$ cat config.mk
export PLATFORM = sky130hd
export DESIGN_NAME = l1_snp_rsp_ctrl
export DESIGN_NICKNAME = d
export VERILOG_FILES = /design/src/rtl/cache_pkg.sv /design/src/rtl/fsm_l1_snp_nxtst.sv /design/src/rtl/l1_snp_rsp_ctrl.sv
export SDC_FILE = /design/constraint.sdc
export NUM_CORES = 1
export LEC_CHECK = 0
export CAP_MARGIN = 0
export CELL_PAD_IN_SITES_DETAIL_PLACEMENT = 1
export CELL_PAD_IN_SITES_GLOBAL_PLACEMENT = 2
export CORE_ASPECT_RATIO = 1.1
export CORE_UTILIZATION = 23
export DETAILED_ROUTE_END_ITERATION = 8
export PLACE_DENSITY_LB_ADDON = 0.1
export SYNTH_ARGS = -nofsm -noshare
export SYNTH_HDL_FRONTEND = slang
export SYNTH_SLANG_ARGS = --single-unit
$ cat constraint.sdc
create_clock -name clk -period 4.2 [get_ports clk]
set_input_delay 0.42 -clock clk [delete_from_list [all_inputs] [get_ports clk]]
set_output_delay 0.42 -clock clk [all_outputs]
set_load 0.005 [all_outputs]
$ cat src/rtl/cache_pkg.sv
// Shared L1 cache encodings: block states, snoop request/response codes and the
// snoop-responder FSM state type.
package cache_pkg;

    localparam int unsigned BLK_ST_W = 3;
    localparam int unsigned SUREQ_W  = 2;
    localparam int unsigned SDRSP_W  = 2;

    // MESI + MIGRATED block states
    localparam logic [BLK_ST_W-1:0] INVALID   = 3'd0;
    localparam logic [BLK_ST_W-1:0] SHARED    = 3'd1;
    localparam logic [BLK_ST_W-1:0] EXCLUSIVE = 3'd2;
    localparam logic [BLK_ST_W-1:0] MODIFIED  = 3'd3;
    localparam logic [BLK_ST_W-1:0] MIGRATED  = 3'd4;

    localparam logic [SUREQ_W-1:0] SUREQ_RD  = 2'd0;
    localparam logic [SUREQ_W-1:0] SUREQ_RFO = 2'd1;
    localparam logic [SUREQ_W-1:0] SUREQ_INV = 2'd2;

    localparam logic [SDRSP_W-1:0] SDRSP_MISS = 2'd0;
    localparam logic [SDRSP_W-1:0] SDRSP_OKAY = 2'd1;
    localparam logic [SDRSP_W-1:0] SDRSP_DATA = 2'd2;

    typedef enum logic [1:0] {
        SNP_IDLE     = 2'd0,
        SNP_LOOKUP   = 2'd1,
        SNP_DATA     = 2'd2,
        SNP_SEND_RSP = 2'd3
    } snp_state_e;

endpackage

$ cat src/rtl/fsm_l1_snp_nxtst.sv
// Snoop transition rules: (op, hit, blk_st) -> next block state, response code and
// whether the block data must be read. Option: L1_SNP_FWD_CLEAN_EN forwards clean data.
module fsm_l1_snp_nxtst
    import cache_pkg::*;
(
    input  logic [SUREQ_W-1:0]  op,
    input  logic                hit,
    input  logic [BLK_ST_W-1:0] blk_st,
    output logic [BLK_ST_W-1:0] blk_nxtSt,
    output logic [SDRSP_W-1:0]  rsp,
    output logic                need_data
);

`ifdef L1_SNP_FWD_CLEAN_EN
    localparam logic FWD_CLEAN = 1'b1;
`else
    localparam logic FWD_CLEAN = 1'b0;
`endif

    logic blk_dirty;
    logic blk_clean;

    assign blk_dirty = hit && ((blk_st == MODIFIED) || (blk_st == MIGRATED));
    assign blk_clean = hit && ((blk_st == EXCLUSIVE) || (blk_st == SHARED));

    always_comb begin
        blk_nxtSt = INVALID;
        rsp       = SDRSP_MISS;
        need_data = 1'b0;
        if (blk_dirty || blk_clean) begin
            unique case (op)
                SUREQ_RD: begin
                    blk_nxtSt = SHARED;
                    need_data = blk_dirty || (FWD_CLEAN && blk_clean);
                end
                SUREQ_RFO: begin
                    blk_nxtSt = INVALID;
                    need_data = blk_dirty || (FWD_CLEAN && blk_clean);
                end
                // INV (and the unused encoding) never moves data, whatever the state
                default: begin
                    blk_nxtSt = INVALID;
                    need_data = 1'b0;
                end
            endcase
            rsp = need_data ? SDRSP_DATA : SDRSP_OKAY;
        end
    end

endmodule

$ cat src/rtl/l1_snp_rsp_ctrl.sv
// L1 snoop responder: accepts bus snoops, looks up block state, returns SDRSP and commits
// the next block state only at the response handshake. Option: L1_SNP_FWD_CLEAN_EN.
module l1_snp_rsp_ctrl
    import cache_pkg::*;
#(
    parameter int unsigned ADDR_WIDTH = 32,
    parameter int unsigned DATA_WIDTH = 32
) (
    input  logic                  clk,
    input  logic                  rst,
    input  logic                  sureq_valid,
    output logic                  sureq_ready,
    input  logic [SUREQ_W-1:0]    sureq_op,
    input  logic [ADDR_WIDTH-1:0] sureq_addr,
    input  logic                  req_lock,
    output logic                  tag_rd_en,
    output logic [ADDR_WIDTH-1:0] tag_rd_addr,
    input  logic                  tag_hit,
    input  logic [BLK_ST_W-1:0]   tag_blk_st,
    output logic                  data_rd_en,
    output logic [ADDR_WIDTH-1:0] data_rd_addr,
    input  logic [DATA_WIDTH-1:0] data_rd_data,
    output logic                  blk_wr_en,
    output logic [ADDR_WIDTH-1:0] blk_wr_addr,
    output logic [BLK_ST_W-1:0]   blk_nxtSt,
    output logic                  sdrsp_valid,
    input  logic                  sdrsp_ready,
    output logic [SDRSP_W-1:0]    sdrsp_rsp,
    output logic [DATA_WIDTH-1:0] sdrsp_data
);

    snp_state_e            state_q, state_d;
    logic [SUREQ_W-1:0]    op_q, op_d;
    logic [ADDR_WIDTH-1:0] addr_q, addr_d;
    logic [SDRSP_W-1:0]    rsp_q, rsp_d;
    logic [BLK_ST_W-1:0]   nxtst_q, nxtst_d;
    logic [DATA_WIDTH-1:0] data_q, data_d;

    logic [BLK_ST_W-1:0]   lk_nxtst;
    logic [SDRSP_W-1:0]    lk_rsp;
    logic                  lk_need_data;

    fsm_l1_snp_nxtst u_nxtst (
        .op        (op_q),
        .hit       (tag_hit),
        .blk_st    (tag_blk_st),
        .blk_nxtSt (lk_nxtst),
        .rsp       (lk_rsp),
        .need_data (lk_need_data)
    );

    always_ff @(posedge clk or posedge rst) begin
        if (rst) begin
            state_q <= SNP_IDLE;
            op_q    <= '0;
            addr_q  <= '0;
            rsp_q   <= '0;
            nxtst_q <= '0;
            data_q  <= '0;
        end else begin
            state_q <= state_d;
            op_q    <= op_d;
            addr_q  <= addr_d;
            rsp_q   <= rsp_d;
            nxtst_q <= nxtst_d;
            data_q  <= data_d;
        end
    end

    always_comb begin
        state_d     = state_q;
        op_d        = op_q;
        addr_d      = addr_q;
        rsp_d       = rsp_q;
        nxtst_d     = nxtst_q;
        data_d      = data_q;
        sureq_ready = 1'b0;
        tag_rd_en   = 1'b0;
        data_rd_en  = 1'b0;
        blk_wr_en   = 1'b0;
        sdrsp_valid = 1'b0;
        unique case (state_q)
            SNP_IDLE: begin
                // ready is held low while reset is asserted, even though the state is idle
                sureq_ready = !req_lock && !rst;
                if (sureq_valid && sureq_ready) begin
                    tag_rd_en = 1'b1;
                    op_d      = sureq_op;
                    addr_d    = sureq_addr;
                    state_d   = SNP_LOOKUP;
                end
            end
            SNP_LOOKUP: begin
                rsp_d   = lk_rsp;
                nxtst_d = lk_nxtst;
                data_d  = '0;
                if (lk_need_data) begin
                    data_rd_en = 1'b1;
                    state_d    = SNP_DATA;
                end else begin
                    state_d    = SNP_SEND_RSP;
                end
            end
            SNP_DATA: begin
                data_d  = data_rd_data;
                state_d = SNP_SEND_RSP;
            end
            SNP_SEND_RSP: begin
                sdrsp_valid = 1'b1;
                // the state array is only touched once the bus owns the response
                if (sdrsp_ready) begin
                    blk_wr_en = (rsp_q != SDRSP_MISS);
                    op_d      = '0;
                    addr_d    = '0;
                    rsp_d     = '0;
                    nxtst_d   = '0;
                    data_d    = '0;
                    state_d   = SNP_IDLE;
                end
            end
            default: state_d = SNP_IDLE;
        endcase
    end

    assign tag_rd_addr  = tag_rd_en  ? sureq_addr : '0;
    assign data_rd_addr = data_rd_en ? addr_q     : '0;
    assign blk_wr_addr  = blk_wr_en  ? addr_q     : '0;
    assign blk_nxtSt    = blk_wr_en  ? nxtst_q    : '0;
    assign sdrsp_rsp    = rsp_q;
    assign sdrsp_data   = data_q;

endmodule

==> impl_table.tex <==
\begin{tabular}{lr}
\hline
Metric & Value \\
\hline
\multicolumn{2}{l}{\textbf{Outcome}} \\
\quad Result of the run & completed \\
\multicolumn{2}{l}{\textbf{Worst setup path}} \\
\quad Data arrival time of the worst path & 2920 ps \\
\quad Worst setup path category & reg2out \\
\quad Worst EP required & 3780 ps \\
\quad CP Capture Type & primary output \\
\quad Worst-path fanout max & 34 \\
\quad Slowest stage delay, CP & 880 ps \\
\quad Cell with the biggest individual delay on the critical path & o211a\_1 \\
\quad Type of origin of the critical path & register \\
\quad Critical-path cell list & ha\_2, o211a\_1, and2\_1, clkdlybuf4s50\_1 \\
\multicolumn{2}{l}{\textbf{Layout}} \\
\quad Total inserted antenna cells & 0 \\
\quad Share of layout cells above drive strength 1 & 11.02\% \\
\quad Number of nets at the end of the flow & 684 \\
\quad Layout area overhead & 67.44\% \\
\multicolumn{2}{l}{\textbf{Detailed routing}} \\
\quad Post-detailed-route count of antenna-violating nets & 0 \\
\quad Total number of vias & 3694 \\
\quad Routed WL & 13470 um \\
\quad Avg WL per Cell & roughly 17 um \\
\quad DR iter-0 viols & 70 \\
\quad Mean number of vias per cell & 4.549 \\
\quad Number of optimization iterations in the first detailed-route pass & 4 \\
\quad Remaining routing DRC violations & 0 \\
\multicolumn{2}{l}{\textbf{Yosys}} \\
\quad Leading cell types by total area after synthesis & dfrtp\_1 46\%, and2\_1 11\%, mux2\_2 10\%, o21ai\_0 8.3\%, nor2b\_1 5.6\% \\
\quad Number of synthesized flops with an enable pin & 0 \\
\quad Number of library cell types mapped by synthesis & 34 \\
\quad Count of synthesis-stage warnings from yosys & 0 \\
\quad Top flip-flop cell by instance count after synthesis & dfrtp\_1 \\
\quad Sequential-to-total area share from yosys stat & 45.51\% \\
\quad Post-synth top area cell & dfrtp\_1 \\
\quad Post-synthesis instance area & 0.003904 mm2 \\
\quad Area share of the largest cell type after synthesis & around 46\% \\
\quad Yosys reg bits & 71 \\
\quad Proportion of register bits with asynchronous set or reset after synthesis & between 90\% and 100\% \\
\quad Avg Cell Area, Syn & 9.545 um2 \\
\quad Post-synthesis cell count & 409 \\
\multicolumn{2}{l}{\textbf{Global route}} \\
\quad Number of global-route vias before repair & roughly 4000 \\
\quad Residual overflow from global routing & 0 \\
\quad Global-route total usage across every layer & 16.31\% \\
\quad Wire length of the first global-routing pass & between 20000 and 25000 um \\
\quad Pin count of the biggest net entering global routing & 48 \\
\quad Initial antenna violation count & 0 \\
\multicolumn{2}{l}{\textbf{STA}} \\
\quad Total of endpoints with negative setup slack in the final report & 0 \\
\quad Achievable clock frequency & 299.6 MHz \\
\quad Max-slew violation count & 0 \\
\quad Max-slew headroom at the worst pin & 20.30\% \\
\quad Actual slew at the worst max-slew pin & about 1200 ps \\
\quad Final-report hold violation count & 0 \\
\quad Fin crit share & 79.48\% \\
\quad Setup skew after layout & between 6 and 7 ps \\
\quad Setup tns final & 0 ps \\
\quad Setup repair after global routing missed its margin & false \\
\quad Min Clock Period, post-route & about 3300 ps \\
\multicolumn{2}{l}{\textbf{Clock tree}} \\
\quad Clk Latency, worst-skew pair & 340 ps \\
\quad Deepest level of the CTS H-tree & 3 \\
\quad Total CTS buffers & 9 \\
\quad Clock Tree Root & clkbuf\_16 \\
\quad Clock tree from TritonCTS & yes \\
\quad Post-CTS resize count & 0 \\
\quad Longest Clk Path Bufs & 2 \\
\quad Post-cts hold buffer count & 0 \\
\quad Setup Buffers After CTS & 0 \\
\quad Clock transition at the registers of the reported paths & 60 ps \\
\quad Clock Sinks & 71 \\
\multicolumn{2}{l}{\textbf{Floorplan}} \\
\quad Number of core rows & 49 \\
\quad Effective utilization at floorplan & a little under a quarter \\
\quad Standard cell core area & 0.01649 mm2 \\
\quad I/O pin count & 213 \\
\quad Die Outline Area & between 0.015 and 0.02 mm2 \\
\quad Die span in y & 138.6 um \\
\quad Die boundary width & 126.2 um \\
\multicolumn{2}{l}{\textbf{Power}} \\
\quad Peak supply drop & 0.1887 mV \\
\quad Leakage power total & 2.733 nW \\
\quad Overall Power & 3.673 mW \\
\quad Power per cell area & 562.0 mW/mm2 \\
\multicolumn{2}{l}{\textbf{Hold path}} \\
\quad HP Class & reg2reg \\
\multicolumn{2}{l}{\textbf{Placement}} \\
\quad RePlAce Congestion & 0.6962 \\
\quad Detailed placer's ending HPWL & 9724 um \\
\quad Buffers on Ports & 210 \\
\multicolumn{2}{l}{\textbf{Job}} \\
\quad Max-cap violations & 0 \\
\hline
\end{tabular}
==> cell families after synthesis <==
kind of cell / synth area share [%]
multiplexers: 10.35
adder cells (fa/ha/maj): 1.603
other: 0.09606
flip-flops: 45.51
AO/OA/AOI/OAI: 11.44
AND/OR/NAND/NOR: 26.41
buffers and inverters: 4.583
==> Yosys cell counts (3+ instances only) <==
cell type  count
nand2_1       35
and3_1        32
clkbuf_1      27
buf_6          3
inv_1          3
a211oi_1       4
and2_1        66
dfrtp_1       71
mux2_2        35
nor2b_1       35
o21ai_0       65
ha_1           5
==> cell type report <==
cell class / instances / area, um2
tap: 204 / 255.2
clock inverter: 6 / 110.1
inverter: 3 / 12.51
sequential: 71 / 1777
multi-input combinational: 300 / 1974
clock buffer: 9 / 225.2
fill: 1844 / 9956
timing repair buffer: 219 / 2182
==> cells in the final DEF, fill, tap and decap left out, types with 2 or more instances in the layout <==
cell,Yosys,layout
and2_1,66,66
a21oi_1,2,2
buf_4,2,8
nand2b_1,2,2
clkinvlp_4,0,2
clkbuf_16,0,9
conb_1,1,2
o21ai_0,65,65
clkinv_2,0,2
nand2_1,35,35
inv_1,3,2
a211oi_1,4,3
and3_1,32,32
mux2_2,35,35
ha_1,5,4
clkdlybuf4s50_1,0,210
a211oi_4,1,2
bufinv_16,0,3
dfrtp_1,71,71
nor2b_1,35,34
==> state kept, by name (all words and copies together) (netlist names) <==
signal	count
sdrsp_data	32
nxtst_q	1
addr_q	32
op_q	2
state_q	2
sdrsp_rsp	2
==> layer usage <==
layer / vias up / GRT usage [%] / wire length [um]
met5: - / 0 / 0
met4: 0 / 7.292 / 342
met3: 19 / 3.125 / 730
met2: 139 / 27.92 / 6530
met1: 1775 / 19.77 / 5870
li1: 1761 / - / -
==> metrics by stage <==
step / instances / util, % / area (um2) / hold WS, ps / setup slack [ps]
after global routing: 812 / 39.63 / 6536 / 476.1 / 539.4
after CTS: 812 / 39.63 / 6536 / 454.7 / 703.4
after global placement: 797 / 37.60 / 6201 / 432.9 / 1092
after detailed placement: 797 / 37.60 / 6201 / 447.1 / 1065
after floorplan: 410 / - / 3908 / 425.3 / 1862
final: 812 / 39.63 / 6536 / 449.4 / 861.8
==> path summary, 6_finish.rpt <==
kind                            startpoint               to  slack, ps  depth (start not counted)
worst min-delay path               op_q[0]       nxtst_q[0]        450                          1
worst min register to register     op_q[0]       nxtst_q[0]        450                          1
worst max register to register  state_q[0]       addr_q[11]       1540                          6
max in group asynchronous              rst   sdrsp_data[29]       2730                          3
min in group asynchronous              rst        addr_q[2]        630                          2
worst max-delay path            state_q[0]  blk_wr_addr[16]        860                          4
==> critical path: cells and delay by family, from the launching register on <==
family / cells / cell delay (ps)
simple gates: 1 / 240
compound gates: 1 / 880
flops: 1 / 440
fa+ha+maj: 1 / 480
buf+inv: 1 / 530
==> power breakdown <==
group / internal, mW / switching [mW] / total (mW)
logic: 0.863 / 0.728 / 1.59
clock network: 0.575 / 0.295 / 0.870
registers: 1.01 / 0.205 / 1.21
total: 2.45 / 1.23 / 3.67
No activity file was read; power rests on OpenSTA's default activity.
